## src/rtl/ram_pkg.sv

```systemverilog
// Shared types and helpers for the parametrised dual-port RAM family.
package ram_pkg;

    typedef enum logic {CLR_IDLE, CLR_RUN} clr_state_t;

    localparam int unsigned COLL_READ_FIRST  = 0;
    localparam int unsigned COLL_WRITE_FIRST = 1;

    function automatic int unsigned be_width(input int unsigned data_w);
        return data_w / 8;
    endfunction

    function automatic int unsigned depth_of(input int unsigned addr_w);
        return 1 << addr_w;
    endfunction

endpackage

```

## src/rtl/ram_clear_fsm.sv

```systemverilog
// Clear engine: walks every address once, taking over the RAM write port while busy.
module ram_clear_fsm
    import ram_pkg::*;
#(
    parameter int unsigned DATA_W         = 8,
    parameter int unsigned ADDR_W         = 4,
    parameter int unsigned CLEAR_ON_RESET = 1
) (
    input  logic                  clk,
    input  logic                  rst_n,
    input  logic                  clr_req_i,
    output logic                  busy_o,
    output logic                  clr_we_o,
    output logic [ADDR_W-1:0]     clr_addr_o,
    output logic [DATA_W/8-1:0]   clr_be_o,
    output logic [DATA_W-1:0]     clr_data_o
);

    localparam clr_state_t RST_STATE = (CLEAR_ON_RESET != 0) ? CLR_RUN : CLR_IDLE;

    clr_state_t          state_q, state_d;
    logic [ADDR_W-1:0]   cnt_q, cnt_d;

    always_ff @(posedge clk or negedge rst_n) begin
        if (!rst_n) begin
            state_q <= RST_STATE;
            cnt_q   <= '0;
        end else begin
            state_q <= state_d;
            cnt_q   <= cnt_d;
        end
    end

    // The counter wraps to zero on the last address, ready for the next clear.
    always_comb begin
        state_d = state_q;
        cnt_d   = cnt_q;
        unique case (state_q)
            CLR_IDLE: begin
                if (clr_req_i) begin
                    state_d = CLR_RUN;
                    cnt_d   = '0;
                end
            end
            CLR_RUN: begin
                cnt_d = cnt_q + ADDR_W'(1);
                if (cnt_q == '1) begin
                    state_d = CLR_IDLE;
                end
            end
            default: state_d = RST_STATE;
        endcase
    end

    assign busy_o     = (state_q == CLR_RUN);
    assign clr_we_o   = busy_o;
    assign clr_addr_o = cnt_q;
    assign clr_be_o   = '1;
    assign clr_data_o = '0;

endmodule

```

## src/rtl/ram_dp_param.sv

```systemverilog
// Simple-dual-port synchronous RAM with byte enables, selectable read latency,
// configurable same-address collision behaviour and a built-in clear engine.
module ram_dp_param
    import ram_pkg::*;
#(
    parameter int unsigned DATA_W         = 8,
    parameter int unsigned ADDR_W         = 4,
    parameter int unsigned RD_LAT         = 1,
    parameter int unsigned COLL_MODE      = 0,
    parameter int unsigned CLEAR_ON_RESET = 1
) (
    input  logic                  clk,
    input  logic                  rst_n,
    input  logic                  wr_en,
    input  logic [ADDR_W-1:0]     wr_addr,
    input  logic [DATA_W-1:0]     wr_data,
    input  logic [DATA_W/8-1:0]   wr_be,
    input  logic                  rd_en,
    input  logic [ADDR_W-1:0]     rd_addr,
    output logic [DATA_W-1:0]     rd_data,
    output logic                  rd_valid,
    input  logic                  clr_req,
    output logic                  busy
);

    localparam int unsigned BE_W  = be_width(DATA_W);
    localparam int unsigned DEPTH = depth_of(ADDR_W);

    if ((DATA_W % 8) != 0) begin : g_bad_data_w
        $error("ram_dp_param: DATA_W must be a multiple of 8");
    end
    if ((RD_LAT != 1) && (RD_LAT != 2)) begin : g_bad_rd_lat
        $error("ram_dp_param: RD_LAT must be 1 or 2");
    end

    logic                 clr_we;
    logic [ADDR_W-1:0]    clr_addr;
    logic [BE_W-1:0]      clr_be;
    logic [DATA_W-1:0]    clr_data;

    ram_clear_fsm #(
        .DATA_W         (DATA_W),
        .ADDR_W         (ADDR_W),
        .CLEAR_ON_RESET (CLEAR_ON_RESET)
    ) u_clear (
        .clk        (clk),
        .rst_n      (rst_n),
        .clr_req_i  (clr_req),
        .busy_o     (busy),
        .clr_we_o   (clr_we),
        .clr_addr_o (clr_addr),
        .clr_be_o   (clr_be),
        .clr_data_o (clr_data)
    );

    logic [DATA_W-1:0]    mem_q [DEPTH];

    // A clear request in IDLE swallows any user access in the same cycle.
    logic                 acc_ok, wr_go, rd_go;
    assign acc_ok = ~busy & ~clr_req;
    assign wr_go  = acc_ok & wr_en;
    assign rd_go  = acc_ok & rd_en;

    logic                 mw_en;
    logic [ADDR_W-1:0]    mw_addr;
    logic [BE_W-1:0]      mw_be;
    logic [DATA_W-1:0]    mw_data;
    logic [DATA_W-1:0]    merged;

    assign mw_en   = clr_we | wr_go;
    assign mw_addr = clr_we ? clr_addr : wr_addr;
    assign mw_be   = clr_we ? clr_be   : wr_be;
    assign mw_data = clr_we ? clr_data : wr_data;

    always_comb begin
        merged = mem_q[mw_addr];
        for (int unsigned i = 0; i < BE_W; i++) begin
            if (mw_be[i]) begin
                merged[8*i +: 8] = mw_data[8*i +: 8];
            end
        end
    end

    always_ff @(posedge clk) begin
        if (mw_en) begin
            mem_q[mw_addr] <= merged;
        end
    end

    logic [DATA_W-1:0]    rd_word;
    assign rd_word = ((COLL_MODE == COLL_WRITE_FIRST) && wr_go && (wr_addr == rd_addr))
                     ? merged : mem_q[rd_addr];

    logic [DATA_W-1:0]    rd1_data_q;
    logic                 rd1_vld_q;

    always_ff @(posedge clk or negedge rst_n) begin
        if (!rst_n) begin
            rd1_data_q <= '0;
            rd1_vld_q  <= 1'b0;
        end else begin
            rd1_vld_q <= rd_go;
            if (rd_go) begin
                rd1_data_q <= rd_word;
            end
        end
    end

    if (RD_LAT == 2) begin : g_lat2
        logic [DATA_W-1:0] rd2_data_q;
        logic              rd2_vld_q;

        always_ff @(posedge clk or negedge rst_n) begin
            if (!rst_n) begin
                rd2_data_q <= '0;
                rd2_vld_q  <= 1'b0;
            end else begin
                rd2_vld_q <= rd1_vld_q;
                if (rd1_vld_q) begin
                    rd2_data_q <= rd1_data_q;
                end
            end
        end

        assign rd_data  = rd2_data_q;
        assign rd_valid = rd2_vld_q;
    end else begin : g_lat1
        assign rd_data  = rd1_data_q;
        assign rd_valid = rd1_vld_q;
    end

endmodule

```

## config.mk

```make
export PLATFORM = sky130hd
export DESIGN_NAME = ram_dp_param
export DESIGN_NICKNAME = d
export VERILOG_FILES = /design/src/rtl/ram_pkg.sv /design/src/rtl/ram_clear_fsm.sv /design/src/rtl/ram_dp_param.sv
export SDC_FILE = /design/constraint.sdc
export NUM_CORES = 1
export LEC_CHECK = 0
export ABC_AREA = 1
export CORE_AREA = 2 2 85 128
export CTS_CLUSTER_SIZE = 20
export DETAILED_ROUTE_END_ITERATION = 7
export DIE_AREA = 0 0 87 130
export PLACE_DENSITY_LB_ADDON = 0.1
export SLEW_MARGIN = 20
export SYNTH_ARGS = -nofsm -noshare
export SYNTH_HDL_FRONTEND = slang
export SYNTH_SLANG_ARGS = --single-unit
```

## constraint.sdc

```tcl
create_clock -name clk -period 3.95 [get_ports clk]
set_input_delay 0.5925 -clock clk [delete_from_list [all_inputs] [get_ports clk]]
set_output_delay 0.5925 -clock clk [all_outputs]
set_load 0.03 [all_outputs]
```

==> summary.txt <==
Power
  • Clk network pwr share: 0.337
  • Psw: about 1.6 mW
  • Leak: 2.753 nW
  • Internal power: around 3.6 mW
  • Sequential power share: 0.450
  • Combinational share of power: 0.213
  • Sw Ratio: 0.3040
  • Peak VDD IR: approximately 470 uV
  • P per Cell Area: 745.7 nW/um2

Worst setup path
  • Crit-path slowest cell: dfstp_2
  • Crit path cell chain: inv_1 > nor2_1 > inv_1 > o21ai_0 > nand3_1 > nor2_1
  • WP depth: 6
  • Crit path from: u_clear.busy_o$_DFF_PN1_
  • CP Launch Type: flop
  • Buffers plus inverters on the worst setup path: 2
  • Crit-path max FO: 18
  • Crit. End Element: flop
  • Worst path top cell family by delay: simple AND/OR/NAND/NOR gates
  • R2r worst-path depth: 6
  • Critical path arrival: about 2.7 ns
  • WS Path Type: reg2reg
  • CP max stage delay: 0.73 ns
  • Worst EP required: about 4.0 ns
  • Crit Reg-Reg Startpoint: u_clear.busy_o$_DFF_PN1_
  • Flop2flop setup slack: ~1.3 ns

Synthesis
  • Synth Area in Compound Gates: 0.004996
  • Synthesis Warnings: 0
  • Ys flop type: edfxtp_1
  • Largest family of logic cells by synthesized area: simple AND/OR/NAND/NOR gates
  • Area leader, netlist: edfxtp_1
  • Mapped Cells: between 500 and 600
  • Top cells by area, synth: edfxtp_1 64%, nand2_1 13%, nand3_1 8.4%
  • Synth unique cells: 21
  • Simple logic cell fraction of the synthesized area: 0.2340
  • Ys async rst share: 0.09859
  • Top cell type's share of synthesized area: 0.6395
  • Post-synth net total: between 500 and 600
  • Sequential cell area fraction in the yosys report: 0.6980
  • Synthesized area per cell: around 11 um2
  • XOR/XNOR Fraction of Synth Area: 0
  • Cell area after synthesis: between 6000 and 7000 um2
  • Yosys reg bits: about 140
  • Adder-cell area share of the yosys netlist: 0.002082
  • Mux share of post-synthesis cell area: 0.001873
  • Number of flops mapped to enable cells by yosys: 128

Finish
  • Commonest non-fill, non-tap cell in the layout: nand2_1
  • P&R area growth vs syn: 14.88%
  • Final Instance Area: around 6900 um2
  • Area occupied by multi-input gates: ~1500 um2
  • # nets final: slightly below 600
  • Share of post-route cells with drive strength above 1: 0.08062
  • Core Util, Final: 0.6703
  • Antenna Cells: 0
  • Filler cells: a little under 800
  • Most frequent cells in the layout: 210 x nand2_1, 128 x edfxtp_1, 101 x nand3_1
  • Finished Layout Cells: 703
  • Reg area: 4195 um2

Global route
  • Global-route wire length before repair: approximately 22,000 um
  • GRT Residual Overflow: 0
  • Initial antenna violation count: 0
  • Maximum number of pins on one net before global-route repair: between 60 and 70
  • Number of global-route vias before repair: about 4,000
  • GRT Total Usage: 0.2670

Die
  • Core area: 10,300 um2
  • Io pins: 32
  • Die Ht: 130 um
  • Initial Util: 0.5834
  • Chip Width: slightly below 90 um
  • DIE AREA: around 11,000 um2
  • Row cnt: 46

Detailed routing
  • Top routing layer in use: met4
  • Drt first pass iters: 5
  • DR iter-0 viols: roughly 430
  • Wirelength per Cell: 20.13 um
  • Post-DRT Antenna Nets: 0
  • Wire length on met1: 5619 um
  • Post-Route WL: 14,150 um
  • Number of remaining DRC errors: 0
  • Routed length on met2: between 7000 and 8000 um
  • Met3 WL: 696 um
  • Vias: approximately 4,000
  • DR vias/cell: between 5 and 6

Timing
  • RSZ-0062 raised after global routing: no
  • Fmax achieved: 376.9 MHz
  • Final hold vios: 0
  • Final period utilization: 0.6717
  • Worst setup margin: between 1 and 1.5 ns
  • Skew final: approximately 0.0069 ns
  • Setup_tns: 0 ns
  • Worst slew pin tran: ~1.1 ns
  • # setup viols final: 0
  • Worst slew margin: 0.2682
  • Period minus WS final: 2.653 ns
  • Slew Limit Fails: 0

Clock tree
  • CTS Sinks: 142
  • Inserted Clock Buffers: 17
  • # Post-CTS Setup Buffers: 0
  • Clk slew on worst S/H paths: 0.06 ns
  • TritonCTS clock tree: done
  • Clk root buf: clkbuf_16
  • Worst skew pair latency: 0.42 ns
  • Clock buffer depth: 2
  • Hold-fix buffers, CTS: 0
  • Post_cts resized: 0
  • Level count of the clock H-tree: 4

Place
  • Routability congestion estimate: roughly 0.9
  • Placed Area: approximately 6300 um2
  • Pre-CTS WS: 1.116 ns
  • Number of port buffers: 31
  • Post-DP HPWL: about 9000 um
  • Dpl cells: 671

Min path
  • Hold path start: rd_data[7]$_DFFE_PN0P_
  • HP Class: reg2reg
  • WHS Path Cells: 2

Outcome
  • Status: complete, no violations

Flow run
  • Max-cap viol count: 0
==> final cells by class <==
| class | instances | share of cell area |
|---|---|---|
| clock buffers | 18 | 0.06215 |
| flip-flops and latches | 142 | 0.6075 |
| multi-input cells | 347 | 0.2129 |
| inverters | 25 | 0.01359 |
| repair buffers | 37 | 0.05073 |
| well taps | 120 | 0.02174 |
| clock inverters | 14 | 0.03135 |
==> cells by family (layout without fill, tap and decap cells) <==
logic type | after synthesis | after routing
AO/OA/AOI/OAI | 5 | 5
adder cells (fa/ha/maj) | 1 | 1
flip-flops | 142 | 142
AND/OR/NAND/NOR | 340 | 340
multiplexers | 1 | 1
buffers and inverters | 51 | 94
==> through the flow <==
stage               hold slack, ns  total power, mW
floorplan                   0.2969            2.996
global placement            0.4645            3.408
detailed placement          0.4880            3.433
CTS                         0.4992            5.159
global route                0.5094            5.360
finish                      0.4962            5.149
==> path summary, 6_finish.rpt <==
| kind | endpoint |
|---|---|
| max in group asynchronous | rd_data[1]$_DFFE_PN0P_ |
| setup reg to reg | mem_q[14][6]$_DFFE_PP_ |
| setup / recovery | mem_q[14][6]$_DFFE_PP_ |
| hold reg to reg | rd_data[7]$_DFFE_PN0P_ |
| min in group asynchronous | rd_data[3]$_DFFE_PN0P_ |
| hold / removal | rd_data[7]$_DFFE_PN0P_ |
==> synthesized netlist by cell type (2+ instances only) <==
library cell,n
clkbuf_8,6
buf_2,2
nand3_1,101
edfxtp_1,128
buf_6,10
inv_1,22
nor2_1,27
dfrtp_1,13
buf_4,7
o21ai_0,3
inv_2,2
nand2_1,210
==> routing by layer <==
| layer | vias up | track usage |
|---|---|---|
| met5 | - | 0 |
| met4 | 0 | 0.1342 |
| met3 | 37 | 0.05693 |
| met2 | 141 | 0.4383 |
| met1 | 1947 | 0.3346 |
| li1 | 1893 | - |
==> flip-flops by register name, summed over array words and instances (netlist names) <==
signal and count:
rd_valid 1, rd_data 8, mem_q 128, u_clear.busy_o 1, u_clear.clr_addr_o 4
==> power groups by stage <==
stage	Clock (mW)	Combinational [mW]	Sequential, mW
2_1_floorplan	0	0.627	2.37
3_3_place_gp	0	1.07	2.34
3_5_place_dp	0	1.09	2.35
4_1_cts	1.74	1.10	2.32
5_1_grt	1.80	1.21	2.35
6_report	1.73	1.10	2.32
==> worst reg2reg max path: stages (launching register included) <==
cell     delay (ns)
dfstp_2        0.73
inv_1          0.18
nor2_1         0.11
inv_1          0.06
o21ai_0        0.16
nand3_1        0.36
nor2_1         0.69
Note: power is estimated with default switching activity, not from simulation.
==> edit: new RTL, same settings <==
`ADDR_W` is set to 4 in 2 places; all go to 6.
--- a/src/rtl/ram_clear_fsm.sv
+++ b/src/rtl/ram_clear_fsm.sv
@@ -4,5 +4,5 @@
 #(
     parameter int unsigned DATA_W         = 8,
-    parameter int unsigned ADDR_W         = 4,
+    parameter int unsigned ADDR_W         = 6,
     parameter int unsigned CLEAR_ON_RESET = 1
 ) (
--- a/src/rtl/ram_dp_param.sv
+++ b/src/rtl/ram_dp_param.sv
@@ -5,5 +5,5 @@
 #(
     parameter int unsigned DATA_W         = 8,
-    parameter int unsigned ADDR_W         = 4,
+    parameter int unsigned ADDR_W         = 6,
     parameter int unsigned RD_LAT         = 1,
     parameter int unsigned COLL_MODE      = 0,
Interface: changed (resized rd_addr and wr_addr); port bits go from 32 to 36. The function was not compared with the original's and may differ.
==> edit against the unedited design <==
- the run now fails in global placement without I/O
- area after synthesis increased to 3.6 times the old value
==> edit: results (changes against the unedited design) <==
<table>
<tr><th>Metric</th><th>Value</th></tr>
<tr><th colspan="2">Status</th></tr>
<tr><td>Outcome</td><td>aborted with a tool error (was complete, no violations)</td></tr>
<tr><td>Terminating stage of the flow</td><td>global placement without I/O</td></tr>
<tr><td>Error message</td><td>[ERROR FLW-0024] Place density exceeds 1.0 (current PLACE_DENSITY_LB_ADDON =  0.1). Please check if the value of  PLACE_DENSITY_LB_ADDON is between 0 and 0.99.</td></tr>
<tr><th colspan="2">Yosys</th></tr>
<tr><td>Area share of the leading cell type in the synthesized netlist</td><td>0.7052 (was 0.6395)</td></tr>
<tr><td>Adder and majority cell fraction of the synthesized area</td><td>0.0005739 (was 0.002082)</td></tr>
<tr><td>Count of mapped cells out of synthesis</td><td>1876 (was 540)</td></tr>
<tr><td>Area share of xor/xnor cells in the synthesized design</td><td>0 (unchanged)</td></tr>
<tr><td>EDFF count, synth</td><td>512 (was 128)</td></tr>
<tr><td>Share of synthesized area spent on multiplexers</td><td>0 (was 0.001873)</td></tr>
<tr><td>Share of the synthesized area in compound gates (AO/OA/AOI/OAI)</td><td>0.003386 (was 0.004996)</td></tr>
<tr><td>Cell types with the largest area share after synthesis</td><td>edfxtp_1 (71%), nand2_1 (11%), nand3_1 (11%), dfrtp_1 (1.7%), nor2_1 (1.4%) (was edfxtp_1 (64%), nand2_1 (13%), nand3_1 (8.4%), dfrtp_1 (5.4%), buf_6 (1.9%))</td></tr>
<tr><td>Portion of the post-synthesis area used by sequential elements</td><td>0.7236 (was 0.6980)</td></tr>
<tr><td>Flip-flop and latch count after synthesis</td><td>528 (was 142)</td></tr>
<tr><td>Top post-synthesis cells by count</td><td>nand2_1 (631), edfxtp_1 (512), nand3_1 (466) (was nand2_1 (210), edfxtp_1 (128), nand3_1 (101))</td></tr>
<tr><td>Warnings from Yosys</td><td>0 (unchanged)</td></tr>
<tr><td>Library cells used by synthesis</td><td>24 (was 21)</td></tr>
<tr><td>Fraction of registers with async set/reset</td><td>0.03030 (was 0.09859)</td></tr>
<tr><th colspan="2">Floorplan</th></tr>
<tr><td>Number of standard-cell rows in the floorplan</td><td>46 (unchanged)</td></tr>
</table>
edit: cell families after synthesis:
logic type                 count (synthesis)
buffers and inverters                    146
adders and majority gates                  1
AOI/OAI and AO/OA                         13
and+or+nand+nor                         1188
DFF                                      528
